File: config.mk
export PLATFORM = sky130hd
export DESIGN_NAME = pipe_hazard_fwd
export DESIGN_NICKNAME = d
export VERILOG_FILES = /design/src/rtl/pipe_hazard_fwd.sv
export SDC_FILE = /design/constraint.sdc
export NUM_CORES = 1
export LEC_CHECK = 0
export ABC_AREA = 1
export CAP_MARGIN = 0
export CORE_ASPECT_RATIO = 2
export CORE_MARGIN = 2
export CORE_UTILIZATION = 44
export CTS_BUF_LIST = sky130_fd_sc_hd__clkbuf_8
export CTS_CLUSTER_SIZE = 12
export DETAILED_ROUTE_END_ITERATION = 10
export PLACE_DENSITY_LB_ADDON = 0.2
export SYNTH_ARGS = -nofsm -noshare
export SYNTH_HDL_FRONTEND = slang
export SYNTH_SLANG_ARGS = --single-unit
export TNS_END_PERCENT = 20
File: constraint.sdc
create_clock -name clk -period 2.85 [get_ports clk]
set_input_delay 0.285 -clock clk [delete_from_list [all_inputs] [get_ports clk]]
set_output_delay 0.285 -clock clk [all_outputs]
set_load 0.05 [all_outputs]
File: src/rtl/pipe_hazard_fwd.sv
// Hazard tracker and operand-forwarding unit for decode: follows in-flight register writes
// across DEPTH post-decode stages, forwards the youngest ready result and stalls on load-use.
module pipe_hazard_fwd #(
  parameter int unsigned XLEN       = 32,
  parameter int unsigned DEPTH      = 3,
  parameter int unsigned LOAD_STAGE = 1,
  localparam int unsigned SELW      = $clog2(DEPTH + 1)
) (
  input  logic                  clk,
  input  logic                  rstn,
  input  logic                  id_valid,
  input  logic [4:0]            id_rs1,
  input  logic [4:0]            id_rs2,
  input  logic                  id_rs1_used,
  input  logic                  id_rs2_used,
  input  logic [4:0]            id_rd,
  input  logic                  id_reg_wr,
  input  logic                  id_is_load,
  input  logic                  flush,
  input  logic [XLEN-1:0]       rf_rs1,
  input  logic [XLEN-1:0]       rf_rs2,
  input  logic [DEPTH*XLEN-1:0] stg_data,
  output logic [XLEN-1:0]       rs1_out,
  output logic [XLEN-1:0]       rs2_out,
  output logic [SELW-1:0]       rs1_sel,
  output logic [SELW-1:0]       rs2_sel,
  output logic                  stall,
  output logic [DEPTH-1:0]      inflight,
  output logic [15:0]           stall_cnt
);

  logic [DEPTH-1:0]      trk_v_q, trk_v_d;
  logic [DEPTH-1:0][4:0] trk_rd_q, trk_rd_d;
  logic [DEPTH-1:0]      trk_ld_q, trk_ld_d;
  logic [15:0]           stall_cnt_q, stall_cnt_d;

  logic                  rs1_hit, rs1_rdy, rs2_hit, rs2_rdy;
  logic [SELW-1:0]       rs1_sel_c, rs2_sel_c;
  int unsigned           rs1_idx, rs2_idx;
  logic                  issue;

  // Scan from the youngest stage so the most recent producer of addr wins.
  function automatic void lookup(
    input  logic                  used,
    input  logic [4:0]            addr,
    input  logic [DEPTH-1:0]      v,
    input  logic [DEPTH-1:0][4:0] rd,
    input  logic [DEPTH-1:0]      ld,
    output logic                  hit,
    output logic                  rdy,
    output logic [SELW-1:0]       sel,
    output int unsigned           idx
  );
    hit = 1'b0;
    rdy = 1'b1;
    sel = '0;
    idx = 0;
    if (used && addr != 5'd0) begin
      for (int unsigned k = 0; k < DEPTH; k++) begin
        if (!hit && v[k] && rd[k] == addr) begin
          hit = 1'b1;
          idx = k;
          rdy = !ld[k] || (k >= LOAD_STAGE);
        end
      end
    end
    if (hit && rdy) sel = SELW'(idx + 1);
  endfunction

  always_comb begin
    lookup(id_rs1_used, id_rs1, trk_v_q, trk_rd_q, trk_ld_q, rs1_hit, rs1_rdy, rs1_sel_c, rs1_idx);
    lookup(id_rs2_used, id_rs2, trk_v_q, trk_rd_q, trk_ld_q, rs2_hit, rs2_rdy, rs2_sel_c, rs2_idx);
  end

  always_comb begin
    rs1_sel  = rs1_sel_c;
    rs2_sel  = rs2_sel_c;
    rs1_out  = (rs1_hit && rs1_rdy) ? stg_data[rs1_idx*XLEN +: XLEN] : rf_rs1;
    rs2_out  = (rs2_hit && rs2_rdy) ? stg_data[rs2_idx*XLEN +: XLEN] : rf_rs2;
    stall    = id_valid && !flush && ((rs1_hit && !rs1_rdy) || (rs2_hit && !rs2_rdy));
    inflight = trk_v_q;
    stall_cnt = stall_cnt_q;
  end

  assign issue = id_valid && !stall && !flush && id_reg_wr && (id_rd != 5'd0);

  // The tracker always advances, even while decode is stalled.
  always_comb begin
    trk_v_d     = '0;
    trk_rd_d    = '0;
    trk_ld_d    = '0;
    trk_v_d[0]  = issue;
    trk_rd_d[0] = id_rd;
    trk_ld_d[0] = id_is_load;
    for (int unsigned k = 1; k < DEPTH; k++) begin
      trk_v_d[k]  = trk_v_q[k-1];
      trk_rd_d[k] = trk_rd_q[k-1];
      trk_ld_d[k] = trk_ld_q[k-1];
    end
    stall_cnt_d = stall_cnt_q;
    if (stall && stall_cnt_q != 16'hFFFF) stall_cnt_d = stall_cnt_q + 16'd1;
  end

  always_ff @(posedge clk or negedge rstn) begin
    if (!rstn) begin
      trk_v_q     <= '0;
      trk_rd_q    <= '0;
      trk_ld_q    <= '0;
      stall_cnt_q <= '0;
    end else begin
      trk_v_q     <= trk_v_d;
      trk_rd_q    <= trk_rd_d;
      trk_ld_q    <= trk_ld_d;
      stall_cnt_q <= stall_cnt_d;
    end
  end

endmodule
==> results.toml, run 1 <==
[placement]
gp_congestion = 0.926
post_dp_cell_area_um2 = 8430
place_inst = 1330
port_buffers = 270
dp_hpwl_mm = 17.7

[drt]
drc = 0
first_pass_iters = 5
viasPerCell = 5.44
avgRoutedWirePerCell_um = 17.3
num_vias = 7343
postRouteAntennaNets = 0
drtIter0Drc = 760
wl_mm = 23.3

[sta]
worst_pin_slew_ps = 518
finalSetupViolCount = 0
hold_ws_ps = 395
relSlewSlack_pct = 65.3
finalCritPeriodShare_pct = 94.9
clock.fmax_mhz = 370
fin_skew_ps = 6.70
period_minus_slack_ps = 2700
hold_violations = 0
drv_slew = 0

[global_routing]
grt_overflow = 0
grt_pass1_wl_mm = 35.3
grt_pass1_vias = 7011
grt_antenna_before_repair = 1
grtUsageTotal_pct = 37.4
grt_start_max_net_pins = 36

[critical_path]
worstPathArrival_ps = 2420
r2r-start = "stall_cnt[0]$_DFFE_PN0P_"
reg2reg_depth = 9
path_max_fanout = 11
cpPeakStageDelay_ps = 550
start_kind = "input port"
required_ps = 2570
worstPathCellList = "clkdlybuf4s50_1 > nand2_1 > a21oi_2 > nand3_4 > buf_4 > nand4_1 > buf_4 > buf_2 > nand3_1 > nand2_1 > nand2_1 > nand2_1 > buf_12"
r2r_end = "stall_cnt[3]$_DFFE_PN0P_"
slowest_stage = "clkdlybuf4s50_1"
startpoint = "id_rs2[4]"
rrSetupSlack_ps = 570
critPathKind = "in -> out"
cp_common_cell = "nand2_1"
end_kind = "output pin"

[synth]
ys.warnings.count = 0
yosys.area.top_type_share_pct = 38.8
yosysSeqAreaShare_pct = 18.1
synth-edff-count = 0
synthTopCellsByCount = "nand2_1, inv_1, nand3_1"
yosysTopAreaCell = "nand2_1"
ys_async_sr_fraction_pct = 100
synth_area_um2 = 4850
ys.flop_type = "dfrtp_1"
ys_top_cells_by_area = "nand2_1, dfrtp_1, nand4_1"
yosysMostFrequentCell = "nand2_1"
synth_nets = 1125
syn_avg_cell_area_um2 = 5.16
synth_cell_types = 29
syn-instance-count = 941
synth.ff_latch_count = 35

[finish]
final_cells = 1350
fill_cells = 795
fin_nets = 1392
final_area_um2 = 8740
drive_gt1_share_pct = 13.4
area_growth_pct = 80.1

[die]
die_h_um = 153
start_util_pct = 44.9
core_area_um2 = 10800
std_cell_rows = 54
pin_count = 271
die-area_um2 = 11900
dieWidth_um = 78.3

[hold_path]
hold_path_startpoint = "trk_rd_d[10]$_DFF_PN0_"
holdPathStages = 0
min-delay-path-class = "reg -> reg"
worstHoldEndpoint = "trk_rd_q[10]$_DFF_PN0_"

[clock_network]
clock_sinks = 35
cts_hold_buf = 0
path_clk_slew_ps = 80
numCtsBuffers = 5
cts_tree = "built"
root_buffer = "clkbuf_8"
htree_levels = 2
clkLatencyLatePin_ps = 310
cts_max_path_buffers = 2

[run_status]
status = "finished, final reports clean"

[power_and_ir_drop]
power.density_nw_per_um2 = 234
vdd_ir_drop_max_mv = 0.374
leakagePower_nw = 4.54
total_power_mw = 2.04

[flow_run]
max-cap-violations = 0
## timing repair
item / 4_1_cts / 5_1_grt
gates cloned: 0 / 3
setup buffers: 1 / 7
resized for setup: 8 / 22
setup endpoints to repair: 34 / 66
pin swaps: 1 / 2
## per-stage QoR
step / TNS, ps / setup slack (ps) / utilization [%]
floorplan: 0 / 224 / -
global placement: -492 / -87.8 / 78.0
detailed placement: -1290 / -122 / 78.0
CTS: 0 / 8.51 / 79.3
global route: -1.24 / -1.24 / 80.8
finish: 0 / 147 / 80.8
## logic make-up after synthesis
kind of cell | synth area share [%]
and+or+nand+nor | 61.5
DFF | 18.1
buffers and inverters | 14.6
adders and majority gates | 0.258
xor gates and xnor gates | 2.35
AOI/OAI and AO/OA | 3.25
## final cells by class
cell class	count	area [um^2]	share of cell area [%]
multi-input cells	734	3300	37.7
flip-flops and latches	35	876	10.0
inverters	121	473	5.41
repair inverters	1	6.26	0.0716
clock buffers	5	68.8	0.788
clock inverters	3	47.5	0.544
well taps	140	175	2.00
diodes	1	2.50	0.0286
repair buffers	310	3790	43.4
## layout by cell type (no fill, tap or decap), drive strengths merged
cell type      synthesis  routed
nand2                502     502
clkdlybuf4s50          0     192
inv                  121     122
buf                   42     108
nand3                 80      80
nand4                 72      72
dfrtp                 35      35
nor2                  33      33
o21ai                 14      14
xor2                  10      10
dlymetal6s2s           0       9
nor3                   6       6
clkbuf                 9       6
o211ai                 4       4
xnor2                  3       3
a21oi                  3       3
and3                   2       2
a31oi                  2       2
bufinv                 0       2
diode                  0       1
a211oi                 1       1
nand3b                 1       1
ha                     1       1
clkinv                 0       1
## how the worst max path moves through the flow
stage	end	slack, ps
3_3_place_gp	rs1_out[0]	-90
5_1_grt	rs1_out[9]	-1
2_1_floorplan	rs1_sel[0]	220
6_report	rs2_out[24]	150
3_5_place_dp	rs1_out[9]	-120
4_1_cts	rs1_out[9]	9
## critical path: cells and delay by family
family | cells | cell delay, ps
buffers and inverters | 5 | 1220
AND/OR/NAND/NOR | 7 | 710
AO/OA/AOI/OAI | 1 | 200
## flip-flops by register name, summed over array words and instances, names as in the netlist
signal,cells
inflight,3
trk_ld_q,1
stall_cnt,16
trk_rd_d,10
trk_rd_q,5
## power by group
| group | leakage (nW) | internal [mW] | switching (mW) |
|---|---|---|---|
| logic | 4.04 | 0.521 | 0.515 |
| registers | 0.450 | 0.510 | 0.0155 |
| clock network | 0.0587 | 0.265 | 0.215 |
| total | 4.54 | 1.30 | 0.745 |
## per-layer routing
layer | share of wire (%) | global-route usage (%) | up-vias
met5 | 0 | 0 | -
met4 | 7.4 | 22.5 | 0
li1 | - | - | 3466
met2 | 52 | 69.8 | 436
met3 | 8.3 | 4.21 | 106
met1 | 32 | 38.7 | 3335
Power figures use the tool's default switching activity.
==> run 2, diff against run 1 <==
--- a/config.mk
+++ b/config.mk
@@ -13,6 +13,7 @@
 export CTS_BUF_LIST = sky130_fd_sc_hd__clkbuf_8
 export CTS_CLUSTER_SIZE = 12
 export DETAILED_ROUTE_END_ITERATION = 10
+export GPL_ROUTABILITY_DRIVEN = 0
 export PLACE_DENSITY_LB_ADDON = 0.2
 export SYNTH_ARGS = -nofsm -noshare
 export SYNTH_HDL_FRONTEND = slang
==> run 2 against run 1 <==
Against the previous run: sequential share of layout area grew 0.090 points; via count shrank 2.5%; clock power shrank 2%; die area is the same; clock skew shrank 3.9 ps; hold slack lost 12 ps; first-iteration DRC count shrank 30%; critical endpoint is now rs2_out[11]; largest cell class unchanged; largest power group unchanged.
==> results.toml, run 2 (synthesized netlist as in run 1, its figures left out) <==
[run_status]
status = "finished, final reports clean"

[sta]
relSlewSlack_pct = 65.1
hold_violations = 0
finalSetupViolCount = 0
worst_pin_slew_ps = 522
hold_ws_ps = 383
tns_ps = 0
period_minus_slack_ps = 2710
finalCritPeriodShare_pct = 95.0
fin_skew_ps = 2.84
drv_slew = 0
clock.fmax_mhz = 369

[critical_path]
path_max_fanout = 32
worstPathArrival_ps = 2420
reg2reg_depth = 9
required_ps = 2570
critPathKind = "in -> out"
end_kind = "output pin"
start_kind = "input port"

[drt]
drc = 0
wl_mm = 22.1
drtIter0Drc = 530
first_pass_iters = 6
viasPerCell = 5.34
num_vias = 7163
avgRoutedWirePerCell_um = 16.5
postRouteAntennaNets = 0

[finish]
largest_reg_flops = 16
layout_commonest_cell = "nand2_1"
final_area_um2 = 8660
fill_cells = 798
fin_nets = 1384
multi_input_area_um2 = 3290
register_area_um2 = 876
layout_common_cells = "nand2_1, clkdlybuf4s50_1, inv_1"
area_growth_pct = 78.5
drive_gt1_share_pct = 12.6

[die]
die-area_um2 = 11900
pin_count = 271
die_h_um = 153
core_area_um2 = 10800
std_cell_rows = 54
dieWidth_um = 78.3
start_util_pct = 44.9

[hold_path]
holdPathStages = 0
min-delay-path-class = "reg -> reg"

[global_routing]
grtUsageTotal_pct = 36.6
grt_pass1_wl_mm = 34.9
grt_overflow = 0
grt_start_max_net_pins = 36
grt_pass1_vias = 7013
grt_antenna_before_repair = 1

[clock_network]
clock_sinks = 35
cts_hold_buf = 0
root_buffer = "clkbuf_8"
htree_levels = 2
cts_tree = "built"
path_clk_slew_ps = 80
cts_max_path_buffers = 2
numCtsBuffers = 5
clkLatencyLatePin_ps = 300

[power_and_ir_drop]
leakagePower_nw = 4.48
vdd_ir_drop_max_mv = 0.366
power.density_nw_per_um2 = 234

[flow_run]
max-cap-violations = 0

[placement]
post_dp_cell_area_um2 = 8430
port_buffers = 270
dp_hpwl_mm = 17.3
==> run 2: cell type report <==
cell class	count	area share, %
repair buffers	303	42.9
well taps	140	2.02
clock buffers	5	0.795
clock inverters	3	0.549
inverters	121	5.61
diodes	1	0.0289
multi-input cells	734	38.0
flip-flops and latches	35	10.1
==> run 2: worst paths after layout <==
path / slack (ps) / startpoint / end
min reg2reg: 380 / trk_rd_d[10]$_DFF_PN0_ / trk_rd_q[10]$_DFF_PN0_
min in group asynchronous: 390 / rstn / stall_cnt[8]$_DFFE_PN0P_
max reg2reg: 620 / stall_cnt[0]$_DFFE_PN0P_ / stall_cnt[4]$_DFFE_PN0P_
max: 140 / id_rs2[4] / rs2_out[11]
min: 380 / trk_rd_d[10]$_DFF_PN0_ / trk_rd_q[10]$_DFF_PN0_
max in group asynchronous: 2140 / rstn / stall_cnt[3]$_DFFE_PN0P_
==> run 2: routing by layer <==
layer	wire length, um	global-route usage (%)
met1	7220	37.5
met2	11700	67.2
met3	1740	5.21
met4	1490	23.3
met5	0	0
==> run 2: power breakdown <==
group | switching [mW] | internal (mW) | total, mW | leakage, nW
combinational | 0.509 | 0.521 | 1.03 | 3.97
clock | 0.207 | 0.265 | 0.472 | 0.0587
sequential | 0.0152 | 0.510 | 0.525 | 0.450
total | 0.731 | 1.30 | 2.03 | 4.48
==> run 2: worst max-delay path: stages <==
cell and delay, ps:
clkdlybuf4s50_1 490, inv_2 120, nand2_1 70, a21oi_2 190, nand3_4 130, buf_4 200, nor2_1 130, inv_2 70
nand3_4 150, clkinv_8 160, nand2_1 120, nand2_1 110, buf_12 170
==> run 2: through the flow <==
| step | util, % | worst slack [ps] | cells | power (mW) |
|---|---|---|---|---|
| after floorplan | - | 224 | 941 | 0.956 |
| after global placement | 78.0 | -45.1 | 1332 | 1.54 |
| after detailed placement | 78.0 | -97.1 | 1332 | 1.55 |
| after CTS | 79.1 | 35.8 | 1340 | 2.03 |
| after global routing | 80.1 | -16.0 | 1342 | 2.12 |
| final | 80.1 | 143 | 1342 | 2.03 |
==> run 2: repair_timing <==
action | 4_1_cts | 5_1_grt
pin swaps | 0 | 0
resized for setup | 2 | 29
endpoints found under the setup margin | 38 | 60
endpoints found under the hold margin | 0 | 0
setup buffers | 0 | 1
==> run 3, diff against run 2 <==
--- a/config.mk
+++ b/config.mk
@@ -9,8 +9,7 @@
 export CAP_MARGIN = 0
 export CORE_ASPECT_RATIO = 2
 export CORE_MARGIN = 2
-export CORE_UTILIZATION = 44
-export CTS_BUF_LIST = sky130_fd_sc_hd__clkbuf_8
+export CORE_UTILIZATION = 43
 export CTS_CLUSTER_SIZE = 12
 export DETAILED_ROUTE_END_ITERATION = 10
 export GPL_ROUTABILITY_DRIVEN = 0
==> run 3 against run 2 <==
Against the previous run: cell area is 1.1% higher; maximum frequency is 1.8% lower; combinational power hardly changed; power is 8.7% higher; non-clock buffer count is 2 lower; register-to-register slack worse by 80 ps; first-iteration DRC count is 15% lower; routed wire length is 2.6% higher; clock power is 36% higher; via count is 0.81% higher; core utilization is 0.12 points lower; worst setup slack worse by 51 ps; critical endpoint is now rs1_out[1]; largest power group unchanged.
==> results.toml, run 3 (synthesized netlist as in run 1, its figures left out) <==
[critical_path]
worstPathCellList = "clkdlybuf4s50_1 > inv_2 > nand2_1 > nand2_1 > nor2_2 > nand3_4 > o211ai_1 > nand3_2 > inv_2 > buf_12 > nand2_1 > nand2_1 > buf_12"
critPathTopFamily = "buffers and inverters"
path_max_fanout = 31
cp_common_cell = "nand2_1"
crit_buf_inv = 5
worstPathArrival_ps = 2470
reg2reg_depth = 8
critPathKind = "in -> out"
slowest_stage = "clkdlybuf4s50_1"
rrSetupSlack_ps = 540
r2r-start = "stall_cnt[0]$_DFFE_PN0P_"
r2r_end = "stall_cnt[6]$_DFFE_PN0P_"
required_ps = 2570
end_kind = "output pin"
cpPeakStageDelay_ps = 580
start_kind = "input port"

[global_routing]
grt_overflow = 0
grt_start_max_net_pins = 36
grtUsageTotal_pct = 35.8
grt_pass1_wl_mm = 34.9
grt_antenna_before_repair = 0
grt_pass1_vias = 7039

[die]
start_util_pct = 44.3
pin_count = 271
die-area_um2 = 12200
dieWidth_um = 79.1
die_h_um = 154
std_cell_rows = 54
core_area_um2 = 10900

[finish]
drive_gt1_share_pct = 12.3
utilization_pct = 80.0
largest_reg_flops = 16
area_growth_pct = 80.5
fin_nets = 1382
layout_common_cells = "nand2_1, clkdlybuf4s50_1, inv_1"
fill_cells = 812
diodes = 0
layout_commonest_cell = "nand2_1"

[clock_network]
htree_levels = 2
cts_tree = "built"
clock_sinks = 35
root_buffer = "clkbuf_16"
path_clk_slew_ps = 60
numCtsBuffers = 5
cts_max_path_buffers = 2
clkLatencyLatePin_ps = 290

[sta]
finalCritPeriodShare_pct = 96.7
setup_ws_ps = 92.7
finalSetupViolCount = 0
period_minus_slack_ps = 2760
relSlewSlack_pct = 66.3
drv_slew = 0
grt_setup_unrepaired = "false"
hold_violations = 0
clock.fmax_mhz = 363
fin_skew_ps = 5.95
worst_pin_slew_ps = 504

[drt]
postRouteAntennaNets = 0
avgRoutedWirePerCell_um = 17.0
drtIter0Drc = 452
drc = 0
num_vias = 7221
wl_mm = 22.7
first_pass_iters = 5
viasPerCell = 5.39

[power_and_ir_drop]
leakagePower_nw = 4.51
power.density_nw_per_um2 = 252
vdd_ir_drop_max_mv = 0.476

[hold_path]
holdPathStages = 0
min-delay-path-class = "reg -> reg"
hold_path_startpoint = "trk_rd_d[10]$_DFF_PN0_"
worstHoldEndpoint = "trk_rd_q[10]$_DFF_PN0_"

[placement]
dp_slack_ps = -65.2
port_buffers = 270
dp_hpwl_mm = 17.2

[flow_run]
max-cap-violations = 0

[run_status]
status = "finished, final reports clean"
[run 3: cell types whose count changed in the layout (fill, tap and decap cells not counted), moves of 2 or more]
cell and delta:
buf_12 +4, clkbuf_8 -5, clkbuf_16 +6, inv_2 +2
nor2_2 -2, buf_4 -8
[run 3: how the worst max path moves through the flow]
stage | startpoint | to | slack, ps | depth (start not counted)
final | id_rs1[3] | rs1_out[1] | 90 | 13
after global routing | id_rs1[2] | rs1_out[17] | 20 | 13
after CTS | id_rs1[3] | rs1_out[1] | 40 | 13
after detailed placement | id_rs2[0] | rs2_out[5] | -70 | 14
after global placement | id_rs2[0] | rs2_out[19] | 20 | 14
after floorplan | inflight[0]$_DFF_PN0_ | rs1_sel[0] | 220 | 7
[run 3: power breakdown]
group | switching, mW | internal [mW]
registers | 0.0154 | 0.511
clock network | 0.227 | 0.417
logic | 0.512 | 0.521
[run 3: worst register-to-register path, cell delays in order (launching register included)]
cell	delay [ps]
dfrtp_1	450
ha_1	230
nand3_1	190
nor3_4	270
and3_1	250
nand3_1	150
nand3_2	130
buf_4	320
o21ai_0	160
[run 3: area by class of cell]
| class | count | area [um^2] | share of cell area, % |
|---|---|---|---|
| timing repair buffer | 301 | 3780 | 43.1 |
| multi-input combinational | 734 | 3300 | 37.6 |
| sequential | 35 | 876 | 10.0 |
| clock inverter | 3 | 47.5 | 0.543 |
| inverter | 121 | 459 | 5.24 |
| clock buffer | 5 | 125 | 1.43 |
| tap | 140 | 175 | 2.00 |
[run 3: layer usage]
metal	vias to the layer above	share of wire, %	track usage [%]
met2	436	53	66.1
met5	-	0	0
met4	0	6.0	20.9
met1	3237	32	36.3
met3	99	8.7	6.42
li1	3449	-	-
[run 3: through the flow]
stage,hold WS (ps),TNS [ps],cells,power (mW),instance area (um^2)
after detailed placement,373,-915,1328,1.55,8480
after global placement,364,0,1328,1.54,8480
after CTS,395,0,1336,2.20,8660
after global routing,423,0,1339,2.29,8760
after floorplan,-10.6,0,941,0.956,4850
final,393,0,1339,2.20,8760
[run 3: repair_timing]
item | in CTS | in global routing
pin swaps | 0 | 1
hold buffers | 0 | 0
buffers inserted | 0 | 2
gates resized for setup | 2 | 16
gates cloned | 0 | 1
endpoints found under the setup margin | 36 | 50
